**src/rtl/core_pkg.sv**
```systemverilog
`default_nettype none
// ============================================================================
// Module   : core_pkg
// Purpose  : Shared definitions for the core sequencing controller. This
//            package holds the controller state encoding, the default fetch
//            timeout, the reset value of the instruction latch, and a small
//            state-class helper.
// Ports    : none (package)
// Revision : 1.0 - initial release
// ============================================================================
package core_pkg;

  // Controller state encoding. The explicit width is shared by all users.
  typedef enum logic [2:0] {
    ST_RESET      = 3'd0,
    ST_FETCH_REQ  = 3'd1,
    ST_FETCH_WAIT = 3'd2,
    ST_EXEC       = 3'd3,
    ST_HALT       = 3'd4,
    ST_ERROR      = 3'd5
  } state_t;

  // Maximum number of cycles spent in FETCH_REQ plus FETCH_WAIT.
  localparam int          c_TIMEOUT_DEFAULT = 255;

  // Instruction latch reset value: addi x0, x0, 0 (the canonical nop).
  localparam logic [31:0] c_NOP             = 32'h0000_0013;

  // True for the two states that count against the fetch timeout.
  function automatic logic is_fetch_state(input state_t s);
    return (s == ST_FETCH_REQ) || (s == ST_FETCH_WAIT);
  endfunction

  // True for the states in which the core does useful work (cycle counter).
  function automatic logic is_active_state(input state_t s);
    return (s == ST_FETCH_REQ) || (s == ST_FETCH_WAIT) || (s == ST_EXEC);
  endfunction

endpackage
`default_nettype wire

```
**src/rtl/core_seq_ctrl_if.sv**
```systemverilog
`default_nettype none
// ============================================================================
// Module   : core_seq_ctrl_if
// Purpose  : Instruction-memory request/response bus between the sequencing
//            controller (master) and instruction memory (slave).
// Signals  : imem_req_valid  master->slave  fetch request valid
//            imem_req_ready  slave->master  memory accepts request
//            imem_addr[31:0] master->slave  fetch address
//            imem_rsp_valid  slave->master  instruction data valid
//            imem_rsp_data   slave->master  fetched instruction word
//            imem_rsp_ready  master->slave  controller accepts response
// Revision : 1.0 - initial release
// ============================================================================
interface core_seq_ctrl_if;

  logic        imem_req_valid;
  logic        imem_req_ready;
  logic [31:0] imem_addr;
  logic        imem_rsp_valid;
  logic [31:0] imem_rsp_data;
  logic        imem_rsp_ready;

  modport master (
    output imem_req_valid,
    output imem_addr,
    output imem_rsp_ready,
    input  imem_req_ready,
    input  imem_rsp_valid,
    input  imem_rsp_data
  );

  modport slave (
    input  imem_req_valid,
    input  imem_addr,
    input  imem_rsp_ready,
    output imem_req_ready,
    output imem_rsp_valid,
    output imem_rsp_data
  );

endinterface
`default_nettype wire

```
**src/rtl/perf_counter.sv**
```systemverilog
`default_nettype none
// ============================================================================
// Module   : perf_counter
// Purpose  : Free-running event counter that wraps modulo 2^CNT_W.
// Ports    : clk         clock
//            reset       asynchronous active-high reset (count -> 0)
//            i_en        count enable, one increment per enabled cycle
//            o_cnt       current count
// Revision : 1.0 - initial release
// ============================================================================
module perf_counter #(
  parameter int CNT_W = 32
) (
  input  wire logic             clk,
  input  wire logic             reset,
  input  wire logic             i_en,
  output logic      [CNT_W-1:0] o_cnt
);

  logic [CNT_W-1:0] r_cnt;

  // Overflow simply rolls over to zero; no saturation.
  always_ff @(posedge clk or posedge reset) begin
    if (reset) begin
      r_cnt <= '0;
    end else if (i_en) begin
      r_cnt <= r_cnt + CNT_W'(1);
    end
  end

  assign o_cnt = r_cnt;

endmodule
`default_nettype wire

```
**src/rtl/core_seq_ctrl.sv**
```systemverilog
`default_nettype none
// ============================================================================
// Module   : core_seq_ctrl
// Purpose  : Multi-cycle fetch/execute sequencer for a simple core. It issues
//            an instruction fetch at pc and latches the returned word into ist.
//            It then grants one execute cycle (rf write and PC load). It stops
//            on ebreak (HALT) or on a fetch that exceeds TIMEOUT cycles
//            (ERROR). It also keeps cycle and retired-instruction counters.
// Ports    : clk             clock
//            reset           asynchronous active-high reset
//            pc[31:0]        current PC from the datapath
//            imem            instruction-memory bus (master side)
//            ist[31:0]       latched instruction to decode
//            is_ebreak       decode flag: ist is ebreak
//            exec_en         rf write enable gate (EXEC only)
//            pc_wen          PC register load enable (EXEC only)
//            halted          sticky: ebreak executed
//            fetch_err       sticky: fetch timed out
//            cycle_cnt       active cycles (not RESET/HALT/ERROR)
//            instret_cnt     EXEC cycles, ebreak included
// Revision : 1.0 - initial release
// ============================================================================
module core_seq_ctrl
  import core_pkg::*;
#(
  parameter int TIMEOUT = c_TIMEOUT_DEFAULT,
  parameter int CNT_W   = 32
) (
  input  wire logic             clk,
  input  wire logic             reset,
  input  wire logic [31:0]      pc,
  core_seq_ctrl_if.master       imem,
  output logic      [31:0]      ist,
  input  wire logic             is_ebreak,
  output logic                  exec_en,
  output logic                  pc_wen,
  output logic                  halted,
  output logic                  fetch_err,
  output logic      [CNT_W-1:0] cycle_cnt,
  output logic      [CNT_W-1:0] instret_cnt
);

  state_t      r_state;
  state_t      w_state_nxt;
  logic [31:0] r_wait;
  logic [31:0] w_wait_inc;
  logic        w_timeout;
  logic [31:0] r_ist;

  logic        w_req_valid;
  logic        w_rsp_ready;
  logic        w_exec;
  logic        w_latch;

  // ---------------------------------------------------------------------------
  // Fetch wait counter. r_wait holds the number of fetch cycles already spent
  // on the current instruction. w_timeout flags the cycle that would reach
  // TIMEOUT.
  // ---------------------------------------------------------------------------
  assign w_wait_inc = r_wait + 32'd1;
  assign w_timeout  = (w_wait_inc >= 32'(TIMEOUT));

  always_ff @(posedge clk or posedge reset) begin
    if (reset) begin
      r_wait <= 32'd0;
    end else if ((r_state == ST_RESET) || (r_state == ST_EXEC)) begin
      // Both states are left only toward a fresh fetch (or HALT), so clearing
      // here gives every instruction its own full timeout budget.
      r_wait <= 32'd0;
    end else if (is_fetch_state(r_state)) begin
      r_wait <= w_wait_inc;
    end
  end

  // ---------------------------------------------------------------------------
  // State register. An asynchronous reset forces RESET immediately and
  // abandons any in-flight fetch.
  // ---------------------------------------------------------------------------
  always_ff @(posedge clk or posedge reset) begin
    if (reset) begin
      r_state <= ST_RESET;
    end else begin
      r_state <= w_state_nxt;
    end
  end

  // ---------------------------------------------------------------------------
  // Next-state and output decode.
  // ---------------------------------------------------------------------------
  always_comb begin
    w_state_nxt = r_state;
    w_req_valid = 1'b0;
    w_rsp_ready = 1'b0;
    w_exec      = 1'b0;
    w_latch     = 1'b0;
    unique case (r_state)
      ST_RESET: begin
        w_state_nxt = ST_FETCH_REQ;
      end
      ST_FETCH_REQ: begin
        w_req_valid = 1'b1;
        if (w_timeout) begin
          w_state_nxt = ST_ERROR;
        end else if (imem.imem_req_ready) begin
          w_state_nxt = ST_FETCH_WAIT;
        end
      end
      ST_FETCH_WAIT: begin
        w_rsp_ready = 1'b1;
        // If a response arrives in the timeout cycle, the response wins.
        if (imem.imem_rsp_valid) begin
          w_latch     = 1'b1;
          w_state_nxt = ST_EXEC;
        end else if (w_timeout) begin
          w_state_nxt = ST_ERROR;
        end
      end
      ST_EXEC: begin
        if (is_ebreak) begin
          w_state_nxt = ST_HALT;
        end else begin
          w_exec      = 1'b1;
          w_state_nxt = ST_FETCH_REQ;
        end
      end
      ST_HALT, ST_ERROR: begin
        w_state_nxt = r_state;
      end
      default: begin
        w_state_nxt = ST_ERROR;
      end
    endcase
  end

  // ---------------------------------------------------------------------------
  // Instruction latch. The latch is written only on an accepted response, so
  // responses outside FETCH_WAIT leave it untouched.
  // ---------------------------------------------------------------------------
  always_ff @(posedge clk or posedge reset) begin
    if (reset) begin
      r_ist <= c_NOP;
    end else if (w_latch) begin
      r_ist <= imem.imem_rsp_data;
    end
  end

  // ---------------------------------------------------------------------------
  // Outputs
  // ---------------------------------------------------------------------------
  assign imem.imem_req_valid = w_req_valid;
  assign imem.imem_addr      = w_req_valid ? pc : 32'd0;
  assign imem.imem_rsp_ready = w_rsp_ready;

  assign ist       = r_ist;
  assign exec_en   = w_exec;
  assign pc_wen    = w_exec;
  assign halted    = (r_state == ST_HALT);
  assign fetch_err = (r_state == ST_ERROR);

  // ---------------------------------------------------------------------------
  // Performance counters
  // ---------------------------------------------------------------------------
  perf_counter #(
    .CNT_W (CNT_W)
  ) u_cycle_cnt (
    .clk   (clk),
    .reset (reset),
    .i_en  (is_active_state(r_state)),
    .o_cnt (cycle_cnt)
  );

  perf_counter #(
    .CNT_W (CNT_W)
  ) u_instret_cnt (
    .clk   (clk),
    .reset (reset),
    .i_en  (r_state == ST_EXEC),
    .o_cnt (instret_cnt)
  );

endmodule
`default_nettype wire

```
**src/flat_wrapper.sv**
```systemverilog
// flat-port wrapper written by rule: the top's interface ports become plain ports
module core_seq_ctrl_flat import core_pkg::*;
#(
  parameter int TIMEOUT = c_TIMEOUT_DEFAULT,
  parameter int CNT_W   = 32
)
  (clk, reset, pc, ist, is_ebreak, exec_en, pc_wen, halted, fetch_err, cycle_cnt, instret_cnt, imem_imem_req_valid, imem_imem_addr, imem_imem_rsp_ready, imem_imem_req_ready, imem_imem_rsp_valid, imem_imem_rsp_data);
  core_seq_ctrl_if imem_i ();
  input  wire logic clk;
  input  wire logic reset;
  input  wire logic [31:0] pc;
  output logic      [31:0] ist;
  input  wire logic is_ebreak;
  output logic exec_en;
  output logic pc_wen;
  output logic halted;
  output logic fetch_err;
  output logic      [CNT_W-1:0] cycle_cnt;
  output logic      [CNT_W-1:0] instret_cnt;
  output wire logic [$bits(imem_i.imem_req_valid)-1:0] imem_imem_req_valid;
  output wire logic [$bits(imem_i.imem_addr)-1:0] imem_imem_addr;
  output wire logic [$bits(imem_i.imem_rsp_ready)-1:0] imem_imem_rsp_ready;
  input wire logic [$bits(imem_i.imem_req_ready)-1:0] imem_imem_req_ready;
  input wire logic [$bits(imem_i.imem_rsp_valid)-1:0] imem_imem_rsp_valid;
  input wire logic [$bits(imem_i.imem_rsp_data)-1:0] imem_imem_rsp_data;
  assign imem_imem_req_valid = imem_i.imem_req_valid;
  assign imem_imem_addr = imem_i.imem_addr;
  assign imem_imem_rsp_ready = imem_i.imem_rsp_ready;
  assign imem_i.imem_req_ready = imem_imem_req_ready;
  assign imem_i.imem_rsp_valid = imem_imem_rsp_valid;
  assign imem_i.imem_rsp_data = imem_imem_rsp_data;
  core_seq_ctrl #(.TIMEOUT(TIMEOUT), .CNT_W(CNT_W)) u_core (.clk(clk), .reset(reset), .pc(pc), .imem(imem_i), .ist(ist), .is_ebreak(is_ebreak), .exec_en(exec_en), .pc_wen(pc_wen), .halted(halted), .fetch_err(fetch_err), .cycle_cnt(cycle_cnt), .instret_cnt(instret_cnt));
endmodule
```
**config.mk**
```make
export PLATFORM = sky130hd
export DESIGN_NAME = core_seq_ctrl_flat
export DESIGN_NICKNAME = d
export VERILOG_FILES = /design/src/rtl/core_pkg.sv /design/src/rtl/core_seq_ctrl_if.sv /design/src/rtl/perf_counter.sv /design/src/rtl/core_seq_ctrl.sv /design/src/flat_wrapper.sv
export SDC_FILE = /design/constraint.sdc
export NUM_CORES = 1
export LEC_CHECK = 0
export ABC_AREA = 1
export CELL_PAD_IN_SITES_DETAIL_PLACEMENT = 1
export CELL_PAD_IN_SITES_GLOBAL_PLACEMENT = 1
export CORE_MARGIN = 2
export CORE_UTILIZATION = 38
export CTS_CLUSTER_DIAMETER = 50
export DETAILED_ROUTE_END_ITERATION = 10
export PLACE_DENSITY = 0.95
export SLEW_MARGIN = 20
export SYNTH_ARGS = -nofsm -noshare
export SYNTH_HDL_FRONTEND = slang
export SYNTH_HIERARCHICAL = 1
export SYNTH_SLANG_ARGS = --single-unit
```
**constraint.sdc**
```tcl
create_clock -name clk -period 3.85 [get_ports clk]
set_input_delay 0.385 -clock clk [delete_from_list [all_inputs] [get_ports clk]]
set_output_delay 0.385 -clock clk [all_outputs]
set_load 0.01 [all_outputs]
```
---- Word-level counts from Yosys, hierarchy flattened ----
Cells that the tools add are included.
storage, ports and cells
  register bits ........................... 131
  logic and storage cells ................. 39
  bits of input ports ..................... 69
operators by class
  eq/ne operators ......................... 7
  $add $sub $neg .......................... 3
  bitwise logic cells ..................... 1
  reductions and logical operators ........ 7
  order comparisons ....................... 1
  muxes and demuxes ....................... 15
operators by type and width
  cell                                                                count
  adder 32 x 1 -> 32 bit, second input constant                       3
  two-way mux 32 bit                                                  3
  greater-or-equal comparator 32 x 8 -> 1 bit, second input constant  1
  two-way mux 3 bit                                                   5
  one-hot mux 3 bit (5 select lines)                                  1
  == test 3 x 2 -> 1 bit, second input constant                       2
  == test 3 bit, second input constant                                2
  two-way mux 1 bit                                                   6
  != test 3 x 2 -> 1 bit, second input constant                       2
  == test 3 x 1 -> 1 bit, second input constant                       1
  logical NOT 3 bit                                                   1
  logical OR 1 bit                                                    3
  AND reduction 3 bit                                                 1
  nonzero test 2 bit                                                  1
  OR reduction 2 bit                                                  1
  NOT 1 bit                                                           1

---- Longest topological paths before layout ----
Gate-level depths: netlist of run 1.
  depth in word-level cells ............... 5
  gate-level depth with buffers ........... 17

---- Cells and area by module ----
The synthesis of run 1 kept the hierarchy.
by module, submodules not included
  module         area an instance (um2)  cells an instance  seq. area each (um2)  instances
  core_seq_ctrl  4145.2                  579                1680.4                1
  perf_counter   1730.4                  207                800.8                 2

---- Worst setup path before layout of run 1 ----
No wires, ideal clock.
  path kind ............................... flip-flop to flip-flop
  from .................................... register u_core.r_wait[1]
  to ...................................... register u_core.r_state[2]
  setup time .............................. 0.130 ns
  required time ........................... 3.720 ns
  setup slack ............................. 1.836 ns
  path buffers ............................ 0
  stages on the path, launching flop included .. 17
  arrival ................................. 1.884 ns
  cell sequence ........................... dfrtp_1 > ha_1 > nand2_2 > nor2_4 > nand3_2 > clkinv_1 > nand2_1 > nand2_1 > nand2_1 > nor2_1 > nand2_1 > nor2_1 > nand2_1 > nor2_4 > nand3_2 > nand3_1 > nand2_1
between the ends
  cells in the longest elaborated chain, start to end .. 4
  elaborated cells on any way between the ends .. 7
  classes of those cells .................. 1 x add/sub; 1 x order compare; 2 x eq/ne; 2 x mux; 1 x reduce/logical
ends and longest elaborated chain
  what                                                                       RTL line             text
  start, declared                                                            core_seq_ctrl.sv:45  logic [31:0] r_wait;
  start signal, assigned                                                     core_seq_ctrl.sv:71  r_wait <= w_wait_inc;
  adder 32 x 1 -> 32 bit (*)                                                 core_seq_ctrl.sv:60  assign w_wait_inc = r_wait + 32'd1;
  greater-or-equal comparator 32 x 8 -> 1 bit (*)                            core_seq_ctrl.sv:61  assign w_timeout = (w_wait_inc >= 32'(TIMEOUT));
  two-way mux 3 bit or != test 3 x 2 -> 1 bit (tied branches)                -
  one-hot mux 3 bit (5 select lines) or AND reduction 3 bit (tied branches)  -
  end signal, assigned                                                       core_seq_ctrl.sv:83  r_state <= w_state_nxt;
  end, declared                                                              core_seq_ctrl.sv:43  state_t r_state;
Mark *: on every way between the ends. The rest lies on a longest branch, timed or not.
A chain may end at the register's enable or synchronous reset.

---- Worst setup path in the final report of run 1 ----
  from .................................... register u_core.r_state[0]
  to ...................................... output imem_imem_addr[4]
between the ends
  cells in the longest elaborated chain, start to end .. 3
ends and longest elaborated chain
  what                    RTL line              text
  == test 3 x 1 -> 1 bit  core_seq_ctrl.sv:96   unique case (r_state)
  two-way mux 1 bit       core_seq_ctrl.sv:96
  two-way mux 32 bit      core_seq_ctrl.sv:151  assign imem.imem_addr = w_req_valid ? pc : 32'd0;
  end, declared           flat_wrapper.sv:21    output wire logic [$bits(imem_i.imem_addr)-1:0] imem_imem_addr;
No other way between the ends.

==> results.md, run 1 <==
* Commonest non-fill, non-tap cells in the layout: nand2_1 (287), clkdlybuf4s50_1 (202), inv_1 (150), nor2_1 (135), dfrtp_1 (128)
* Sequential area share after synthesis at 43.1%
* Worst Path Max Fanout at 33
* Pwr Total at between 3 and 4 mW
* Cell count after synthesis at 993
* GR Util met3 at under 10%
* Fraction of layout cells with a size suffix above 1 at between 10% and 20%
* Post-Syn Area at 0.00761 mm2
* GRT Residual Overflow at 0
* Top post-synthesis cells by area: dfrtp_1 (42%), nand2_1 (14%), inv_1 (7.5%)
* CP endpoint kind: primary output
* Die area at about 0.021 mm2
* First-pass GRT wire length at between 40 and 50 mm
* Detailed placer's ending HPWL at 20.3 mm
* Max VDD drop at 324 uV
* Vias at slightly below 8000
* Placed cell area at 0.00996 mm2
* Largest net degree at the start of global routing at 45
* Met1 Track Usage GR at between 30% and 40%
* GRT Max-Usage Layer: met2
* Clk Latency, worst-skew pair at 0.44 ns
* Most area-hungry cell type in the Yosys netlist: dfrtp_1
* HP Class: primary input to async pin
* Antenna viol nets, final at 0
* Number of flops mapped to enable cells by yosys at 0
* FF-to-FF setup slack at between 1 and 1.5 ns
* DR pass1 iterations at 7
* Flops & latches, synth at between 100 and 150
* Slew Viols, Final at 0
* Row count at 51
* Max cap viols at 0
* Final-report hold violation count at 0
* Unrepaired setup endpoints after global routing: no
* Worst setup SP type: flop
* Worst-margin pin slew at roughly 1.0 ns
* Status: complete, no violations
* Initial Util at 39.0%
* DRC at 0
* Average wire per standard cell at around 20 um
* Peak Freq at around 330 MHz
* Top-area cell type share of the netlist area at ~42%
* Synthesis-to-layout area growth at 38.9%
* Final instance area at 0.0106 mm2
* Commonest non-fill, non-tap cell in the layout: nand2_1
* Nets@finish at around 1300
* Core area at 0.0195 mm2
* # hold bufs at CTS at 0
* Hold slack at roughly 0.47 ns
* Die height at around 150 um
* Vias in the first global route at 8595
* CTS resizes at 0
* Ant diodes at 0
* TNS Setup at 0 ns
* Yosys Warn Count at 6
* Max Root-Sink Buffers at 2
* Headroom to the max-slew limit at roughly 33%
* CTS tree: built
* Net count after synthesis at 1066
* Post-layout util at 54.1%
* P per Cell Area at approximately 300 mW/mm2
* Total clock sinks at 131
* Final setup vio count at 0
* P_leak at around 5 nW
* Die width at roughly 150 um
* Met2 Use GR at a little over half
* H-tree depth at 4
* Postcts setup bufs at 0
* Cts bufs inserted at 17
* Critical Path RT at roughly 3.5 ns
* PortBufs at between 200 and 250
* Period utilisation layout at between 70 and 80%
* Cell variety after synth at 33
* Clock skew at ~0.013 ns
* Most used flip-flop cell after synthesis: dfrtp_1
* I/O pin count at about 200
* GP Congestion at slightly below 0.9
* Routed WL at approximately 30 mm
* DR vias/cell at approximately 5.2
* Clock transition at path regs at 0.07 ns
* FFs w/ async S/R, synth at 100%
* Total track usage at about 28%
* Iter 0 DRT Violations at 520
* WS Path Type: flop to primary output
* Synthesized area per cell at about 7.7 um2
* Initial antenna violation count at 0
* Clock period minus worst slack at between 3 and 4 ns
* Clock root buffer master: clkbuf_16
* Crit path DAT at 2.67 ns
## flip-flops by register name (all words and copies together), names as in the netlist
name                        flops
u_core/u_cycle_cnt/o_cnt       32
u_core/ist                     32
u_core/r_state                  3
u_core/u_instret_cnt/o_cnt     32
u_core/r_wait                  32
## path summary, 6_finish.rpt
check / start / end / depth (start not counted)
worst min register to register: u_core/ist[10] / u_core/ist[10] / 1
max in group asynchronous: reset / u_core/r_wait[6] / 3
worst min-delay path: reset / u_core/ist[22] / 2
worst max-delay path: u_core/r_state[0] / imem_imem_addr[4] / 5
min in group clk: u_core/ist[10] / u_core/ist[10] / 1
worst max register to register: u_core/r_wait[1] / u_core/r_state[0] / 16
## synth_stat cells (2+ instances only)
| master | count |
|---|---|
| a21oi_1 | 4 |
| and2_1 | 2 |
| buf_1 | 2 |
| buf_2 | 2 |
| clkbuf_1 | 7 |
| dfrtp_1 | 128 |
| dfstp_2 | 3 |
| ha_1 | 4 |
| inv_1 | 151 |
| inv_2 | 2 |
| mux2_2 | 34 |
| nand2_1 | 287 |
| nand2_2 | 16 |
| nand2_4 | 4 |
| nand3_1 | 53 |
| nand3_2 | 8 |
| nand3b_1 | 5 |
| nand4_1 | 26 |
| nor2_1 | 135 |
| nor2_2 | 9 |
| nor2_4 | 20 |
| nor2_8 | 2 |
| nor3_1 | 5 |
| o21ai_0 | 16 |
| o21ai_1 | 3 |
| o22ai_1 | 18 |
| xnor2_1 | 14 |
| xor2_1 | 28 |
## power breakdown
| group | internal (mW) | leakage, nW | switching, mW |
|---|---|---|---|
| Clock | 0.938 | 0.301 | 0.764 |
| Sequential | 1.38 | 1.81 | 0 |
| Combinational | 0.0655 | 2.94 | 0.0473 |
| Total | 2.38 | 5.05 | 0.811 |
## per-layer routing
metal	up-vias	wire [um]
met5	-	0
met4	0	985
met3	77	1430
met2	282	16000
met1	3907	11400
li1	3517	-
## cell families after synthesis
kind of cell	share of synthesized area, %
simple gates	34.8
buf+inv	8.27
flops	43.1
compound gates	3.21
xor+xnor	4.84
mux	5.03
fa+ha+maj	0.658
## layout make-up
type | instances | area [um2]
fillers | 2401 | 8960
multi-input cells | 696 | 3690
flip-flops and latches | 131 | 3280
repair buffers | 209 | 2070
inverters | 154 | 579
clock buffers | 17 | 425
well taps | 265 | 332
clock inverters | 15 | 180
## worst max-delay path: stages, from the launching register on
cell             delay (ns)
dfrtp_1                0.46
inv_1                  0.16
nor3_4                 0.24
inv_1                  0.48
nor2_1                 0.31
clkdlybuf4s50_1        0.58
## stage by stage
| step | instances | setup WS, ns |
|---|---|---|
| 2_1_floorplan | 993 | 1.79 |
| 3_3_place_gp | 1455 | 1.41 |
| 3_5_place_dp | 1455 | 1.31 |
| 4_1_cts | 1487 | 0.788 |
| 5_1_grt | 1487 | 0.617 |
| 6_report | 1487 | 0.795 |
(Power assumes the default switching activity.)
==> inputs of run 2 (changes only) <==
--- a/config.mk
+++ b/config.mk
@@ -9,10 +9,10 @@
 export CELL_PAD_IN_SITES_DETAIL_PLACEMENT = 1
 export CELL_PAD_IN_SITES_GLOBAL_PLACEMENT = 1
 export CORE_MARGIN = 2
-export CORE_UTILIZATION = 38
+export CORE_UTILIZATION = 35
 export CTS_CLUSTER_DIAMETER = 50
 export DETAILED_ROUTE_END_ITERATION = 10
-export PLACE_DENSITY = 0.95
+export PLACE_DENSITY = 0.9
 export SLEW_MARGIN = 20
 export SYNTH_ARGS = -nofsm -noshare
 export SYNTH_HDL_FRONTEND = slang
==> constraint.sdc (replaced) <==
create_clock -name clk -period 3 [get_ports clk]
set_input_delay 0.3 -clock clk [delete_from_list [all_inputs] [get_ports clk]]
set_output_delay 0.3 -clock clk [all_outputs]
set_load 0.01 [all_outputs]
==> run 2 against run 1 <==
Die area up 8.3%. Total power up 23%. Critical path depth up 2. Via count about the same. Non-clock buffer count up 7. Global-route usage down 1.6 points. Worst hold slack worse by 0.11 ns. Clock power up 19%. Worst setup slack worse by 0.55 ns. Sequential power up 28%. Register-to-register slack worse by 0.94 ns. Cell count up 1.2%. Largest cell class unchanged.
==> results.md, run 2 (synthesis gave the netlist of run 1 again) <==
* Cells on worst reg2reg path at 14 (was 16)
* Placed insts at 1464 (was 1455)
* CP max stage cell: clkdlybuf4s50_1 (unchanged)
* GRT Residual Overflow at 0 (unchanged)
* DR pass1 iterations at 4 (was 7)
* Synthesis-to-layout area growth at 39.5% (was 38.9%)
* Clock skew at 0.0105 ns (was 0.0126 ns)
* Part of the power in registers at 44.9% (was 43.1%)
* Pwr Total at 3.93 mW (was 3.19 mW)
* Met1 Track Usage GR at 30.4% (was 31.9%)
* Commonest non-fill, non-tap cells in the layout: nand2_1 (287), clkdlybuf4s50_1 (202), inv_1 (149), nor2_1 (135), dfrtp_1 (128) (was nand2_1 (287), clkdlybuf4s50_1 (202), inv_1 (150), nor2_1 (135), dfrtp_1 (128))
* Met2 Use GR at 48.8% (was 52.7%)
* GRT Max-Usage Layer: met2 (unchanged)
* Initial Util at 36.0% (was 39.0%)
* DR vias/cell at 5.17 (was 5.23)
* Max cap viols at 0 (unchanged)
* Detailed placer's ending HPWL at 20.3 mm (about the same)
* GR Util met3 at 6.02% (was 5.24%)
* Clock root buffer master: clkbuf_16 (unchanged)
* WS Path Type: flop to primary output (unchanged)
* CP Cell Sequence: inv_1, nor3_4, buf_4, clkinvlp_4, buf_4, nor2_1, clkdlybuf4s50_1 (was inv_1, nor3_4, inv_1, nor2_1, clkdlybuf4s50_1)
* Die width at 151 um (was 145 um)
* Period utilisation layout at 91.9%
* Largest net degree at the start of global routing at 42 (was 45)
* FF-to-FF setup slack at 0.40 ns (was 1.34 ns)
* Die area at 0.0229 mm2 (was 0.0212 mm2)
* Critical Path RT at 2.70 ns (was 3.46 ns)
* GP Congestion at 0.865 (was 0.877)
* CTS tree: built (unchanged)
* I/O pin count at 203 (unchanged)
* Comb pwr share at 3.7% (was 3.5%)
* Routed WL at 30.9 mm (was 29.9 mm)
* Sw Ratio at 25.4% (about the same)
* Row count at 53 (was 51)
* Worst Path Max Fanout at 17 (was 33)
* Ant diodes at 0 (unchanged)
* Final setup vio count at 0 (unchanged)
* Max Root-Sink Buffers at 2 (unchanged)
* Antenna viol nets, final at 0 (unchanged)
* Initial antenna violation count at 0 (unchanged)
* Vias at 7785 (was 7783)
* Post-layout util at 50.2% (was 54.1%)
* CP endpoint kind: primary output (unchanged)
* Clock power share at 51.4% (was 53.3%)
* H-tree depth at 4 (unchanged)
* Clock transition at path regs at 0.07 ns (about the same)
* Average wire per standard cell at 20.5 um (was 20.1 um)
* Core area at 0.0212 mm2 (was 0.0195 mm2)
* Max stage delay on crit path at 0.56 ns (was 0.58 ns)
* P_leak at 5.05 nW (about the same)
* Iter 0 DRT Violations at 425 (was 520)
* Commonest non-fill, non-tap cell in the layout: nand2_1 (unchanged)
* # hold bufs at CTS at 0 (unchanged)
* Clock period minus worst slack at 2.76 ns
* Final-report hold violation count at 0 (unchanged)
* Vias in the first global route at 8518 (was 8595)
* Die height at 151 um (was 145 um)
* DRC at 0 (unchanged)
* Unrepaired setup endpoints after global routing: no (unchanged)
* Status: complete, no violations (unchanged)
* First-pass GRT wire length at 47.0 mm (was 47.4 mm)
* Cts bufs inserted at 17 (unchanged)
* Total clock sinks at 131 (unchanged)
* Nets@finish at 1290 (was 1282)
* Worst setup SP type: flop (unchanged)
* Internal at 2.94 mW (was 2.38 mW)
* Slew Viols, Final at 0 (unchanged)
* Worst-margin pin slew at 0.662 ns (was 1.01 ns)
* HP Class: primary input to async pin (unchanged)
* Filler cells at 2519 (was 2401)
* CP most frequent cell: buf_4 (was inv_1)
* Headroom to the max-slew limit at 55.8% (was 32.9%)
* Crit path DAT at 2.46 ns (was 2.67 ns)
* Final cell count without fillers at 1505 (was 1487)
* Peak Freq at 363 MHz
* P per Cell Area at 371 mW/mm2 (was 302 mW/mm2)
* PortBufs at 202 (unchanged)
* Clk Latency, worst-skew pair at 0.43 ns (was 0.44 ns)
* Max VDD drop at 390 uV (was 324 uV)
* Total track usage at 26.8% (was 28.4%)
* NetSw at 0.998 mW (was 0.811 mW)
* Fraction of layout cells with a size suffix above 1 at 12.0% (was 11.4%)
## run 2: cell count changes in the layout (fill, tap and decap cells not counted), moves of 2 or more
cell and change:
buf_4 +5, buf_12 +2, clkinv_4 +3, inv_8 -5, clkinvlp_4 +5
## run 2: layout make-up
type	instances	area, um2	area share [%]
inverters	154	582	5.48
multi-input cells	696	3690	34.8
clock inverters	14	123	1.16
flip-flops and latches	131	3280	30.9
clock buffers	18	429	4.04
well taps	275	344	3.24
repair buffers	216	2150	20.3
repair inverters	1	7.51	0.0707
## run 2: per-layer routing
| metal | up-vias | wire (um) |
|---|---|---|
| met3 | 68 | 1610 |
| met1 | 3912 | 11900 |
| met5 | - | 0 |
| met4 | 0 | 1030 |
| li1 | 3531 | - |
| met2 | 274 | 16400 |
## run 2: stage by stage
stage / hold slack [ns] / area [um2] / setup TNS [ns] / setup slack, ns
2_1_floorplan: 0.416 / 7610 / 0 / 0.986
3_3_place_gp: 0.475 / 9990 / 0 / 0.552
3_5_place_dp: 0.493 / 9990 / 0 / 0.507
4_1_cts: 0.373 / 10500 / -0.227 / -0.0620
5_1_grt: 0.398 / 10600 / 0 / 0.154
6_report: 0.366 / 10600 / 0 / 0.243
## run 2: final timing paths
path,from,end
max,u_core/r_state[0],imem_imem_addr[3]
min,reset,u_core/ist[29]
max reg2reg,u_core/r_wait[1],u_core/r_state[2]
min reg2reg,u_core/u_cycle_cnt/o_cnt[31],u_core/u_cycle_cnt/o_cnt[31]
max in group asynchronous,reset,u_core/ist[0]
min in group clk,imem_imem_rsp_data[29],u_core/ist[29]
## run 2: power by group through the flow
stage | logic [mW] | registers (mW) | clock network (mW)
final | 0.147 | 1.77 | 2.02
after global routing | 0.161 | 1.77 | 2.12
after CTS | 0.149 | 1.77 | 2.04
after detailed placement | 0.146 | 1.80 | 0
after global placement | 0.141 | 1.80 | 0
after floorplan | 0.0349 | 1.80 | 0
## run 2: worst max-delay path, delay by kind of cell, from the launching register on
family | cells | cell delay (ns)
simple gates | 2 | 0.39
buf+inv | 5 | 1.19
flops | 1 | 0.45
## run 2: timing repair
| item | in CTS | in global routing |
|---|---|---|
| setup buffers | 0 | 8 |
| resized for setup | 0 | 2 |
| pin swaps | 0 | 1 |
| endpoints found under the setup margin | 11 | 32 |
| cloned | 0 | 1 |
==> inputs of run 3 (changes only) <==
--- a/config.mk
+++ b/config.mk
@@ -9,10 +9,11 @@
 export CELL_PAD_IN_SITES_DETAIL_PLACEMENT = 1
 export CELL_PAD_IN_SITES_GLOBAL_PLACEMENT = 1
 export CORE_MARGIN = 2
-export CORE_UTILIZATION = 35
+export CORE_UTILIZATION = 32
 export CTS_CLUSTER_DIAMETER = 50
 export DETAILED_ROUTE_END_ITERATION = 10
-export PLACE_DENSITY = 0.9
+export GPL_ROUTABILITY_DRIVEN = 0
+export PLACE_DENSITY = 0.87
 export SLEW_MARGIN = 20
 export SYNTH_ARGS = -nofsm -noshare
 export SYNTH_HDL_FRONTEND = slang
==> constraint.sdc (replaced) <==
create_clock -name clk -period 2.3 [get_ports clk]
set_input_delay 0.23 -clock clk [delete_from_list [all_inputs] [get_ports clk]]
set_output_delay 0.23 -clock clk [all_outputs]
set_load 0.01 [all_outputs]
==> run 3 against run 2 <==
The flow now finishes with violations (setup timing). Largest cell class unchanged. Register-to-register slack worse by 0.55 ns. Total power is 32% higher. Critical path depth rose by 8. Cell count increased by 4.8%. Non-clock buffer count rose by 29. Highest routed layer unchanged. Clock power grew 34%. Global-route usage fell by 4.3 points. Via count down 0.39%.
==> results.md, run 3 (synthesis gave the netlist of run 1 again) <==
* Worst path bufs/invs at 2 (was 5)
* Clk Latency, worst-skew pair at 0.43 ns (about the same)
* DRC at 0 (unchanged)
* Worst Path Max Fanout at 7 (was 17)
* CP Cell Sequence: ha_2, nand2_4, nor2_4, buf_12, nand3_4, o21bai_1, nand2_1, inv_1, nand3_1, nor2_2, nand3_2, nand2_1, nand2_1, nand3_2, nand2_2 (was inv_1, nor3_4, buf_4, clkinvlp_4, buf_4, nor2_1, clkdlybuf4s50_1)
* PortBufs at 202 (unchanged)
* Average wire per standard cell at 18.2 um (was 20.5 um)
* Row count at 56 (was 53)
* R2r startpoint: u_core/r_wait[0] (was u_core/r_wait[1])
* Clock root buffer master: clkbuf_16 (unchanged)
* Antenna viol nets, final at 0 (unchanged)
* Unrepaired setup endpoints after global routing: yes (was no)
* Worst-margin pin slew at 0.683 ns (was 0.662 ns)
* CP endpoint kind: flop (was primary output)
* Clock skew at 0.0167 ns (was 0.0105 ns)
* Slew Viols, Final at 0 (unchanged)
* Max VDD drop at 496 uV (was 390 uV)
* Vias in the first global route at 8350 (was 8518)
* Nets@finish at 1318 (was 1290)
* Core area at 0.0234 mm2 (was 0.0212 mm2)
* GRT Residual Overflow at 0 (unchanged)
* Total track usage at 22.5% (was 26.8%)
* Max Root-Sink Buffers at 2 (unchanged)
* Part of the power in registers at 44.4% (was 44.9%)
* Placed cell area at 0.0101 mm2 (was 0.00999 mm2)
* TNS Setup at -0.488 ns (was 0 ns)
* Reg2reg end: u_core/r_state[2] (unchanged)
* Metal3 WL at 1.29 mm (was 1.61 mm)
* CTS tree: built (unchanged)
* Final WS setup at -0.149 ns (was 0.243 ns)
* Max stage delay on crit path at 0.40 ns (was 0.56 ns)
* Critical Path RT at 2.60 ns (was 2.70 ns)
* Ant diodes at 0 (unchanged)
* Initial antenna violation count at 0 (unchanged)
* Post-place setup slack at -0.124 ns (was 0.507 ns)
* CP most frequent cell: nand2_1 (was buf_4)
* Headroom to the max-slew limit at 54.4% (was 55.8%)
* Failing checks: setup timing
* Top sig layer: met4 (unchanged)
* Initial Util at 32.5% (was 36.0%)
* P_leak at 5.77 nW (was 5.05 nW)
* Metal2 WL at 15.4 mm (was 16.4 mm)
* Commonest non-fill, non-tap cell in the layout: nand2_1 (unchanged)
* Max cap viols at 0 (unchanged)
* Met1 WL at 11.2 mm (was 11.9 mm)
* Cells on worst reg2reg path at 15 (was 14)
* Routed WL at 28.8 mm (was 30.9 mm)
* First-pass GRT wire length at 43.8 mm (was 47.0 mm)
* Die width at 158 um (was 151 um)
* Final instance area at 0.0112 mm2 (was 0.0106 mm2)
* Clock period minus worst slack at 2.45 ns
* Clock power share at 51.9% (was 51.4%)
* Total clock sinks at 131 (unchanged)
* FF-to-FF setup slack at -0.15 ns (was 0.40 ns)
* NetSw at 1.14 mW (was 0.998 mW)
* Final-report hold violation count at 0 (unchanged)
* HP Class: primary input to async pin (unchanged)
* Synthesis-to-layout area growth at 46.7% (was 39.5%)
* DR pass1 iterations at 4 (unchanged)
* P per Cell Area at 465 mW/mm2 (was 371 mW/mm2)
* Clock transition at path regs at 0.07 ns (about the same)
* Crit-path leading delay family: simple AND/OR/NAND/NOR gates (was buffers and inverters)
* WS Path Type: flop to flop (was flop to primary output)
* Final setup vio count at 5 (was 0)
* Worst setup SP type: flop (unchanged)
* H-tree depth at 4 (unchanged)
* Detailed placer's ending HPWL at 19.9 mm (was 20.3 mm)
* CP max stage cell: dfrtp_1 (was clkdlybuf4s50_1)
* Peak Freq at approximately 410 MHz
* Period utilisation layout at 106%
* Commonest non-fill, non-tap cells in the layout: nand2_1 (277), clkdlybuf4s50_1 (170), inv_1 (149), dfrtp_1 (125), nor2_1 (119) (was nand2_1 (287), clkdlybuf4s50_1 (202), inv_1 (149), nor2_1 (135), dfrtp_1 (128))
* Crit path DAT at 2.74 ns (was 2.46 ns)
* DR vias/cell at 4.92 (was 5.17)
* Internal at 4.05 mW (was 2.94 mW)
* Die height at 158 um (was 151 um)
* Cts bufs inserted at 17 (unchanged)
* Largest net degree at the start of global routing at 33 (was 42)
* Die area at 0.0250 mm2 (was 0.0229 mm2)
* Status: finished with violations (was complete, no violations)
* Vias at 7755 (was 7785)
* I/O pin count at 203 (unchanged)
* Iter 0 DRT Violations at 394 (was 425)
* Comb pwr share at 3.7% (about the same)
* Sw Ratio at 22.0% (was 25.4%)
* Fraction of layout cells with a size suffix above 1 at 16.9% (was 12.0%)
## run 3: worst max-delay path by stage
| stage | start | end | slack [ns] | depth (start not counted) |
|---|---|---|---|---|
| final | u_core/r_wait[0] | u_core/r_state[2] | -0.15 | 15 |
| after global routing | u_core/r_wait[0] | u_core/r_state[0] | -0.31 | 19 |
| after CTS | u_core/r_wait[0] | u_core/r_state[0] | -0.03 | 16 |
| after detailed placement | u_core/r_wait[1] | u_core/r_state[0] | -0.12 | 16 |
| after global placement | u_core/r_wait[1] | u_core/r_state[2] | 0.05 | 16 |
| after floorplan | u_core/r_wait[1] | u_core/r_state[2] | 0.29 | 16 |
## run 3: layer usage
metal  vias to the layer above  GRT usage, %
met5                         -             0
met4                         0          9.22
met3                        66          4.13
met2                       231          40.4
met1                      3866          26.4
li1                       3592             -
## run 3: worst reg2reg max path: cells and delay by family (launching register included)
kind,cells,cell delay (ns)
and+or+nand+nor,11,1.21
DFF,1,0.40
buffers and inverters,2,0.29
adders and majority gates,1,0.23
AOI/OAI and AO/OA,1,0.19
## run 3: metrics by stage
| stage | utilization (%) | std cells | hold WS (ns) | power (mW) |
|---|---|---|---|---|
| final | 47.7 | 1577 | 0.282 | 5.19 |
| after global routing | 47.7 | 1577 | 0.316 | 5.37 |
| after CTS | 46.7 | 1570 | 0.279 | 5.25 |
| after detailed placement | 43.2 | 1517 | 0.497 | 2.54 |
| after global placement | 43.2 | 1517 | 0.477 | 2.54 |
| after floorplan | - | 993 | 0.346 | 2.39 |
## run 3: final cells by class
| type | count | area (um2) |
|---|---|---|
| well taps | 319 | 399 |
| clock inverters | 11 | 133 |
| flip-flops and latches | 131 | 3290 |
| fillers | 2844 | 12200 |
| inverters | 154 | 579 |
| clock buffers | 21 | 450 |
| multi-input cells | 696 | 3870 |
| repair buffers | 245 | 2440 |
## run 3: power groups by stage
stage	combinational, mW	sequential [mW]	clock, mW
after detailed placement	0.195	2.35	0
after CTS	0.197	2.30	2.75
final	0.192	2.31	2.70
after floorplan	0.0456	2.35	0
after global placement	0.189	2.35	0
after global routing	0.212	2.30	2.86
## run 3: what timing repair did
item                       4_1_cts  5_1_grt
setup endpoints to repair       37       34
hold buffers                     0        0
setup buffers                   21        7
pin swaps                       21       12
gates resized for setup         28       57
